==> src/rtl/timer_mmio_pkg.sv <==
// Shared constants and lane helpers for the countdown timer.
// Imported by the timer top and its prescaler.
package timer_mmio_pkg;

  localparam logic [11:0] TIMER_CNT_ADDR  = 12'h002;
  localparam logic [11:0] TIMER_CTRL_ADDR = 12'h004;
  localparam int          TIMER_IF_BIT    = 0;
  localparam int          TIMER_IE_BIT    = 1;

  typedef struct packed {
    logic hi;
    logic lo;
  } lane_en_t;

  // Word access to an odd address degrades to a high-lane byte.
  function automatic lane_en_t lane_en(
    input logic byt,
    input logic a0
  );
    lane_en_t l;
    l.lo = ~a0;
    l.hi = a0 | ~byt;
    return l;
  endfunction

  function automatic logic [15:0] merge_lanes(
    input logic [15:0] old_v,
    input logic [15:0] new_v,
    input lane_en_t    en
  );
    logic [15:0] mask;
    mask = {{8{en.hi}}, {8{en.lo}}};
    return (old_v & ~mask) | (new_v & mask);
  endfunction

endpackage

==> src/rtl/timer_mmio_tick_gen.sv <==
// Free-running prescaler: one-cycle tick every PRESCALE clocks.
// Shared with the UART baud generator.
module tick_gen #(
  parameter int PRESCALE = 2
) (
  input  logic clk,
  input  logic rst_n,
  input  logic clear,
  output logic tick
);

  localparam int W = $clog2(PRESCALE);
  localparam logic [W-1:0] LAST = W'(PRESCALE - 1);

  logic [W-1:0] count;

  assign tick = (count == LAST);

  always_ff @(posedge clk or negedge rst_n) begin
    if (!rst_n) begin
      count <= '0;
    end else if (clear || tick) begin
      count <= '0;
    end else begin
      count <= count + 1'b1;
    end
  end

endmodule

==> src/rtl/timer_mmio.sv <==
// Memory-mapped countdown timer with CNT/CTRL registers and a level irq.
// Read data is registered and zero when unselected so it can be OR-ed.
module timer_mmio
  import timer_mmio_pkg::*;
#(
  parameter int CLOCK_HZ   = 27_000_000,
  parameter int TICK_HZ    = 1000,
  parameter int ADDR_WIDTH = 12
) (
  input  logic                  clk,
  input  logic                  rst_n,
  input  logic [ADDR_WIDTH-1:0] mem_addr,
  input  logic                  wr_mem,
  input  logic                  byt,
  input  logic [15:0]           wr_data,
  output logic [15:0]           rd_data,
  output logic                  irq
);

  localparam int PRESCALE = CLOCK_HZ / TICK_HZ;

  localparam logic [ADDR_WIDTH-1:0] CNT_A =
    ADDR_WIDTH'(TIMER_CNT_ADDR);
  localparam logic [ADDR_WIDTH-1:0] CTRL_A =
    ADDR_WIDTH'(TIMER_CTRL_ADDR);

  logic        sel_cnt;
  logic        sel_ctrl;
  lane_en_t    len;
  logic        wr_cnt;
  logic        wr_ctrl;
  logic        tick;
  logic        cnt_dec;
  logic        if_set;

  logic [15:0] cnt_q;
  logic [15:0] cnt_d;
  logic        if_q;
  logic        if_d;
  logic        ie_q;
  logic        ie_d;
  logic [15:0] ctrl_word;
  logic [15:0] rd_d;

  assign sel_cnt  =
    (mem_addr[ADDR_WIDTH-1:1] == CNT_A[ADDR_WIDTH-1:1]);
  assign sel_ctrl =
    (mem_addr[ADDR_WIDTH-1:1] == CTRL_A[ADDR_WIDTH-1:1]);
  assign len      = lane_en(byt, mem_addr[0]);

  assign wr_cnt   = wr_mem & sel_cnt;
  assign wr_ctrl  = wr_mem & sel_ctrl & len.lo;

  // A CNT write pre-empts the tick, so no decrement that cycle.
  assign cnt_dec  = tick & ~wr_cnt & (cnt_q != 16'd0);
  assign if_set   = cnt_dec & (cnt_q == 16'd1);

  tick_gen #(
    .PRESCALE(PRESCALE)
  ) u_tick (
    .clk  (clk),
    .rst_n(rst_n),
    .clear(wr_cnt),
    .tick (tick)
  );

  always_comb begin
    cnt_d = cnt_q;
    if (wr_cnt) begin
      cnt_d = merge_lanes(cnt_q, wr_data, len);
    end else if (cnt_dec) begin
      cnt_d = cnt_q - 16'd1;
    end
  end

  // Hardware set beats a software clear so no interrupt is lost.
  always_comb begin
    if_d = if_q;
    ie_d = ie_q;
    if (wr_ctrl) begin
      if_d = wr_data[TIMER_IF_BIT];
      ie_d = wr_data[TIMER_IE_BIT];
    end
    if (if_set) begin
      if_d = 1'b1;
    end
  end

  always_comb begin
    ctrl_word = '0;
    ctrl_word[TIMER_IF_BIT] = if_q;
    ctrl_word[TIMER_IE_BIT] = ie_q;
  end

  always_comb begin
    rd_d = '0;
    unique case (1'b1)
      sel_cnt:  rd_d = cnt_q;
      sel_ctrl: rd_d = ctrl_word;
      default:  rd_d = '0;
    endcase
  end

  always_ff @(posedge clk or negedge rst_n) begin
    if (!rst_n) begin
      cnt_q   <= '0;
      if_q    <= 1'b0;
      ie_q    <= 1'b0;
      rd_data <= '0;
    end else begin
      cnt_q   <= cnt_d;
      if_q    <= if_d;
      ie_q    <= ie_d;
      rd_data <= rd_d;
    end
  end

  assign irq = if_q & ie_q;

endmodule
==> config.mk <==
export PLATFORM = sky130hd
export DESIGN_NAME = timer_mmio
export DESIGN_NICKNAME = d
export VERILOG_FILES = /design/src/rtl/timer_mmio_pkg.sv /design/src/rtl/timer_mmio_tick_gen.sv /design/src/rtl/timer_mmio.sv
export SDC_FILE = /design/constraint.sdc
export NUM_CORES = 1
export LEC_CHECK = 0
export CAP_MARGIN = 0
export CORE_ASPECT_RATIO = 1.4
export CORE_MARGIN = 2
export CORE_UTILIZATION = 37
export CTS_BUF_LIST = sky130_fd_sc_hd__clkbuf_4 sky130_fd_sc_hd__clkbuf_8
export DETAILED_ROUTE_END_ITERATION = 6
export PLACE_DENSITY_LB_ADDON = 0.15
export SLEW_MARGIN = 0
export SYNTH_ARGS = -nofsm -noshare
export SYNTH_HDL_FRONTEND = slang
export SYNTH_HIERARCHICAL = 1
export SYNTH_SLANG_ARGS = --single-unit
==> constraint.sdc <==
create_clock -name clk -period 7 [get_ports clk]
set_input_delay 1.05 -clock clk [delete_from_list [all_inputs] [get_ports clk]]
set_output_delay 1.05 -clock clk [all_outputs]
set_load 0.1 [all_outputs]
# Word level (Yosys, flattened, before mapping)
# Cells that the tools add are included.
[word_totals] ff_bits=49 latch_bits=0 mem_bits_rw=0 mem_bits_ro=0 inputBits=32 mem_count=0
[classes] n_addsub=2 mul=0 div_mod_pow=0 n_lt_le_gt_ge=0 n_eq_ne=4 shift=0 n_mux=6 bitwise_logic=15 n_reduce_logical=4
[ops] cell="$and 16x16->16" count=2
[ops] cell="$mux 16" count=2
[ops] cell="$pmux 16 s2" count=1
[ops] cell="$eq 16x1->1 const B" count=1
[ops] cell="$not 16->16" count=1
[ops] cell="$or 16x16->16" count=1
[ops] cell="$reduce_bool 16->1" count=1
[ops] cell="$sub 16x1->16 const B" count=1
[ops] cell="$add 15x1->15 const B" count=1
[ops] cell="$eq 15x15->1 const B" count=1
[ops] cell="$mux 15" count=1
[ops] cell="$eq 11x1->1 const B" count=1
[ops] cell="$eq 11x2->1 const B" count=1
[ops] cell="$and 1x1->1" count=7
[ops] cell="$reduce_bool 2->1" count=2
[ops] cell="$not 1->1" count=3
[ops] cell="$mux 1" count=2
[ops] cell="$logic_or 1x1->1" count=1
[ops] cell="$or 1x1->1" count=1

# Longest topological paths before layout
# Gate-level depths: netlist (run 1).
[logic_depth] word_depth=7 depth_mapped=8

# Modules after synthesis
# The synthesis (run 1) kept the hierarchy.
[modules_own_cells] module="timer_mmio" n_inst=1 cells_per_inst=171 area_each_um2=1804.2
[modules_own_cells] module="tick_gen" n_inst=1 cells_per_inst=75 area_each_um2=758.2

# Worst setup path after synthesis (run 1)
# OpenSTA, ideal clock, no wires.
[synth_path] kind="input to register" startpoint="in mem_addr[4]" endpoint="reg with a tool-made name" setup_time_ps=126 arrival_time_ps=2756 path_slack_ps=4118 stages=5 path_cell_list="or4_4 or3_1 nor3b_4 nor2_2 a221o_1"
[synth_rtl] element="start, declared" line="timer_mmio.sv:12" rtl="input logic [ADDR_WIDTH-1:0] mem_addr,"

# Final worst setup path (run 1)
[layout_path] startpoint="in mem_addr[4]" endpoint="reg u_tick.count[14]"
[layout_via] elab_chain_len=4
[layout_lines] element="$eq 11x1->1" line="timer_mmio.sv:46" rtl="(mem_addr[ADDR_WIDTH-1:1] == CNT_A[ADDR_WIDTH-1:1]);"
[layout_lines] element="$and 1x1->1" line="timer_mmio.sv:51" rtl="assign wr_cnt = wr_mem & sel_cnt;"
[layout_lines] element="named net wr_cnt" line="timer_mmio.sv:30" rtl="logic wr_cnt;"
[layout_lines] element="$logic_or 1x1->1" line="timer_mmio_tick_gen.sv:22" rtl="end else if (clear || tick) begin"
[layout_lines] element="$mux 15" line="timer_mmio_tick_gen.sv:22"
[layout_lines] element="end signal, assigned" line="timer_mmio_tick_gen.sv:25" rtl="count <= count + 1'b1;"
[layout_lines] element="end, declared" line="timer_mmio_tick_gen.sv:15" rtl="logic [W-1:0] count;"
# The timed path passes the listed nets, and every way through them passes these cells.
# A chain may end at the register's enable or synchronous reset.

==> impl_results.md, run 1 <==
- Run status: completed
- Hold Buf Count CTS: 0
- Total CTS buffers: 5
- Number of distinct library cells after synthesis: 63
- Worst vdd ir: 0.0864 mV
- GR Overflow Total: 0
- Setup Total Neg Slack: 0 ns
- Most frequent cells in the layout: 49 x dfrtp_1, 47 x clkdlybuf4s50_1, 23 x nor2_1
- Max clock buf depth: 2
- Initial cell density of the core: 0.385
- Layout Area Growth over Synthesis: 26.1%
- Final total power: 0.000591 W
- Num ports: 49
- # setup viols final: 0
- Largest net degree at the start of global routing: 50
- Final wirelength: 6.03 mm
- Critical Path RT: 7.15 ns
- PortBufs: 48
- Nets: 330
- Worst-Skew Late Latency: 0.30 ns
- Drt drc: 0
- Period utilisation layout: 0.504
- Root Buffer: clkbuf_8
- EDFF count, synth: 0
- Antenna viol nets, final: 0
- Gate Count Post-Synth: 246
- Syn nets: 281
- Top FF cell, synth: dfrtp_1
- Pre-CTS WS: 3.14 ns
- Post-synthesis async set-or-reset flop share: 1.00
- Static Leakage: 1.28 nW
- Total global-route track usage: 0.172
- Initial DRC count: 87
- Slew Limit Fails: 0
- Worst Path Max Fanout: 14
- Layout Utilization: 0.486
- Slew @ Worst Pin: 1.10 ns
- Diode count: 0
- Placed Cells: 380
- Cell row count: 35
- Vias per cell: 5.37
- Register area share after synthesis: 0.479
- DR WL/cell: 15.5 um
- Post-CTS Setup Repair Bufs: 0
- HP Class: flip-flop to flip-flop
- YS warnings: 6
- Flops & latches, synth: 49
- First-pass DRT Iterations: 4
- Share of cells above drive strength 1: 0.115
- Number of global-route vias before repair: 2092
- Clock transition at path regs: 0.09 ns
- Initial antenna violation count: 0
- Power per standard cell area: 183 nW/um^2
- Fmax: 0.283 GHz
- Die width: 74.3 um
- Slew headroom: 0.267
- Die height: 102 um
- Core Area: 6660 sq um
- Crit path capture type: flip-flop
- First-pass GRT wire length: 10.1 mm
- Placer Congestion: 0.855
- Die area: 7620 sq um
- Crit path DAT: 3.68 ns
- Syn Area/Cell: 10.4 sq um
- CTS tree: done
- RSZ-0062 raised after global routing: false
- CTS H-tree lvls: 2
- Fillers: 663
- Clock skew: 0.00502 ns
- Crit path launch type: input pin
- # resized after CTS: 0
- Worst Slack Setup Final: 3.47 ns
- Total of max-cap violations: 0
- Setup CP Type: input pin to flip-flop
- Most common cell after layout, fill and taps aside: dfrtp_1
- Period minus WS final: 3.53 ns
- Synthesized cell area: 2560 sq um
- Vias: 2082
- Post-Layout Cell Count: 388
- Clock Sinks: 49
- Dpl hpwl: 4.52 mm
- Final Hold Vio Count: 0
==> cells in the mapped netlist (3+ instances only) <==
master    number  area, sq um
or3_1          4         25.0
a221o_1        4         40.0
nor2_1        23         86.3
nor4_1         5         31.3
or4_1          5         37.5
nand3_1       15         75.1
ha_1           3         37.5
dfrtp_1       49         1230
xnor2_1       12          105
and3_1        14         87.6
nor2_2         5         31.3
nand4_1        6         37.5
o221a_1        3         33.8
o211ai_1       3         22.5
nor3_1         8         40.0
or4_4          4         45.0
clkbuf_1       3         11.3
nand2b_1       3         18.8
nand2_1        8         30.0
a21oi_1        8         40.0
inv_1          8         30.0
a22oi_1        3         22.5
==> kinds of logic (layout without fill, tap and decap cells) <==
| family | count (synthesis) | after routing | synth area share |
|---|---|---|---|
| mux | 2 | 2 | 0.00830 |
| flops | 49 | 49 | 0.479 |
| fa+ha+maj | 3 | 3 | 0.0146 |
| xor+xnor | 13 | 13 | 0.0444 |
| buf+inv | 17 | 67 | 0.0352 |
| compound gates | 39 | 39 | 0.126 |
| simple gates | 123 | 123 | 0.292 |
==> power breakdown <==
part           total (W)  internal [W]  switching [W]
clock network   0.000212      0.000116      0.0000956
registers       0.000319      0.000300      0.0000194
logic          0.0000600     0.0000327      0.0000273
total           0.000591      0.000449       0.000142
==> path summary, 6_finish.rpt <==
check / start / end / slack [ns] / depth (start not counted)
min: u_tick/count[0]$_DFF_PN0_ / u_tick/count[0]$_DFF_PN0_ / 0.50 / 1
max reg2reg: u_tick/count[7]$_DFF_PN0_ / flip-flop / 3.98 / 6
min reg2reg: u_tick/count[0]$_DFF_PN0_ / u_tick/count[0]$_DFF_PN0_ / 0.50 / 1
max: mem_addr[4] / u_tick/count[14]$_DFF_PN0_ / 3.47 / 6
max in group asynchronous: rst_n / rd_data[1]$_DFF_PN0_ / 5.37 / 1
min in group asynchronous: rst_n / u_tick/count[5]$_DFF_PN0_ / 0.94 / 1
==> worst max-delay path, stage by stage <==
cell             delay (ns)
clkdlybuf4s50_1        0.40
or4_4                  0.56
or4_4                  0.63
inv_2                  0.17
or2_0                  0.74
nor2_1                 0.12
==> stage by stage <==
step | instance area, sq um | hold WS [ns]
after global placement | 3110 | 0.502
after global routing | 3230 | 0.556
after floorplan | 2560 | 0.457
after detailed placement | 3110 | 0.502
after CTS | 3230 | 0.514
final | 3230 | 0.503
==> cell type report <==
| class | count | area [sq um] | share of cell area |
|---|---|---|---|
| Clock buffer | 6 | 82.6 | 0.0256 |
| Inverter | 9 | 33.8 | 0.0105 |
| Timing Repair Buffer | 50 | 490 | 0.152 |
| Tap cell | 92 | 115 | 0.0356 |
| Sequential cell | 49 | 1230 | 0.379 |
| Clock inverter | 2 | 37.5 | 0.0116 |
| Multi-Input combinational cell | 180 | 1250 | 0.386 |
==> per-layer routing <==
layer / wire [um] / up-vias / GRT usage
met4: 36 / 0 / 0.0412
met3: 150 / 2 / 0.0325
met5: 0 / - / 0
met1: 2640 / 1027 / 0.219
met2: 3200 / 41 / 0.300
li1: - / 1012 / -
No activity file was read; power rests on OpenSTA's default activity.
==> inputs of run 2 (changes only) <==
Clock period 7 ns to 3.1 ns, I/O delays scaled along.
==> run 2 against run 1 <==
Register-to-register slack got worse by 3.6 ns. Flip-flop and latch count did not move. Worst setup slack got worse by 3.1 ns. Largest cell class unchanged. Design area fell by 1.3%. Die area did not move. Wire length rose by 2.6%. Non-clock buffer count rose by 4. First-iteration DRC count rose by 10%. Critical path depth rose by 1. Largest power group unchanged. Via count fell by 0.14%.
==> impl_results.md, run 2 (same netlist as run 1, synthesis figures left out) <==
- Most common cell after layout, fill and taps aside: dfrtp_1
- Min Hold Slack: 0.362 ns (-0.140 ns)
- Multi-input logic area: 1250 sq um (unchanged)
- Most frequent cells in the layout: 49 x dfrtp_1, 30 x clkdlybuf4s50_1, 23 x nor2_1, 23 x buf_4, 15 x nand3_1
- Register area: 1230 sq um (unchanged)
- Diode count: 0 (unchanged)
- Run status: completed
- Slew Limit Fails: 0 (unchanged)
- Slew @ Worst Pin: 1.07 ns (-0.0286 ns)
- Worst Path Max Fanout: 8 (-6)
- Die width: 74.3 um (unchanged)
- Post-CTS Setup Repair Bufs: 0 (unchanged)
- Slew headroom: 0.286 (+0.0191)
- Layout Area Growth over Synthesis: 24.5%
- Dpl hpwl: 4.65 mm (+2.9%)
- Initial cell density of the core: 0.385 (unchanged)
- Crit-path slowest cell: o41ai_4
- CTS H-tree lvls: 2 (unchanged)
- Vias: 2079 (-0.14%)
- Placer Congestion: 0.890 (+4.1%)
- DR WL/cell: 15.8 um (+1.6%)
- Nets: 334 (+1.2%)
- # resized after CTS: 0 (unchanged)
- Initial antenna violation count: 0 (unchanged)
- CTS tree: done
- Antenna viol nets, final: 0 (unchanged)
- Num ports: 49 (unchanged)
- Largest net degree at the start of global routing: 50 (unchanged)
- Root Buffer: clkbuf_8
- Final total power: 0.00123 W (+110%)
- Setup CP Type: flip-flop to flip-flop
- Final wirelength: 6.19 mm (+2.6%)
- Period utilisation layout: 0.881
- Number of global-route vias before repair: 2134 (+2.0%)
- # setup viols final: 0 (unchanged)
- Cell row count: 35 (unchanged)
- Power per standard cell area: 387 nW/um^2 (+110%)
- Setup Total Neg Slack: 0 ns (unchanged)
- Static Leakage: 1.32 nW (+3.1%)
- CP Cell Sequence: inv_1, ha_1, or3b_2, o41ai_4, or2b_1, o21ai_1, a221o_1
- Max clock buf depth: 2 (unchanged)
- PortBufs: 48 (unchanged)
- First-pass GRT wire length: 10.2 mm (+0.95%)
- RSZ-0062 raised after global routing: false
- Hold Buf Count CTS: 0 (unchanged)
- Fmax: 0.366 GHz
- Total of max-cap violations: 0 (unchanged)
- Period minus WS final: 2.73 ns
- Post-Layout Cell Count: 392 (+1.0%)
- Crit path launch type: flip-flop
- Total CTS buffers: 5 (unchanged)
- Pre-CTS WS: 0.209 ns (-2.94 ns)
- Clock Sinks: 49 (unchanged)
- Worst Slack Setup Final: 0.368 ns (-3.10 ns)
- Total global-route track usage: 0.173 (+0.000949)
- Placed Cells: 384 (+1.1%)
- Fillers: 668 (+0.75%)
- Final Hold Vio Count: 0 (unchanged)
- GR Overflow Total: 0 (unchanged)
- Critical Path RT: 3.28 ns (-3.87 ns)
- Clock transition at path regs: 0.09 ns (about the same)
- Crit path capture type: flip-flop
- HP Class: input pin to asynchronous set/reset pin
- Crit-path max cell delay: 0.60 ns (-0.14 ns)
- Die height: 102 um (unchanged)
- Die area: 7620 sq um (unchanged)
- Crit path DAT: 2.92 ns (-0.76 ns)
- Drt drc: 0 (unchanged)
- Core Area: 6660 sq um (unchanged)
- Initial DRC count: 96 (+10%)
- Clock skew: 0.00648 ns (+0.00146 ns)
- Worst-Skew Late Latency: 0.29 ns (about the same)
- Worst vdd ir: 0.210 mV (+140%)
- Vias per cell: 5.30 (-1.2%)
- Share of cells above drive strength 1: 0.183 (+0.0685)
- First-pass DRT Iterations: 4 (unchanged)
run 2: power breakdown:
group	switching, W	internal, W
clock network	0.000213	0.000168
registers	0.0000422	0.000677
logic	0.0000609	0.0000739
run 2: worst max-delay path: cells and delay by family (launching register included):
kind,cells,cell delay (ns)
compound gates,3,0.96
simple gates,2,0.86
flops,1,0.44
fa+ha+maj,1,0.25
buf+inv,1,0.12
run 2: area by class of cell:
class	instances	area share
Clock inverter	2	0.00471
Tap cell	92	0.0361
Multi-Input combinational cell	180	0.391
Timing Repair Buffer	54	0.150
Sequential cell	49	0.384
Inverter	9	0.0106
Clock buffer	6	0.0239
run 2: path summary, 6_finish.rpt:
kind	from	cells past startpoint	to	slack, ns
worst max-delay path	flip-flop	7	flip-flop	0.37
worst min-delay path	rst_n	1	u_tick/count[11]$_DFF_PN0_	0.36
worst max register to register	flip-flop	7	flip-flop	0.37
worst min register to register	u_tick/count[0]$_DFF_PN0_	1	u_tick/count[0]$_DFF_PN0_	0.50
max in group asynchronous	rst_n	1	rd_data[8]$_DFF_PN0_	2.08
min in group clk	u_tick/count[0]$_DFF_PN0_	1	u_tick/count[0]$_DFF_PN0_	0.50
run 2: layer usage:
metal,share of wire,global-route usage,up-vias
li1,-,-,1024
met1,0.43,0.215,994
met2,0.52,0.298,49
met3,0.025,0.0286,12
met4,0.023,0.0673,0
met5,0,0,-
run 2: per-stage QoR:
stage,utilization,cell area (sq um)
after detailed placement,0.466,3100
after CTS,0.479,3190
final,0.479,3190
after global routing,0.479,3190
after global placement,0.466,3100
after floorplan,-,2560
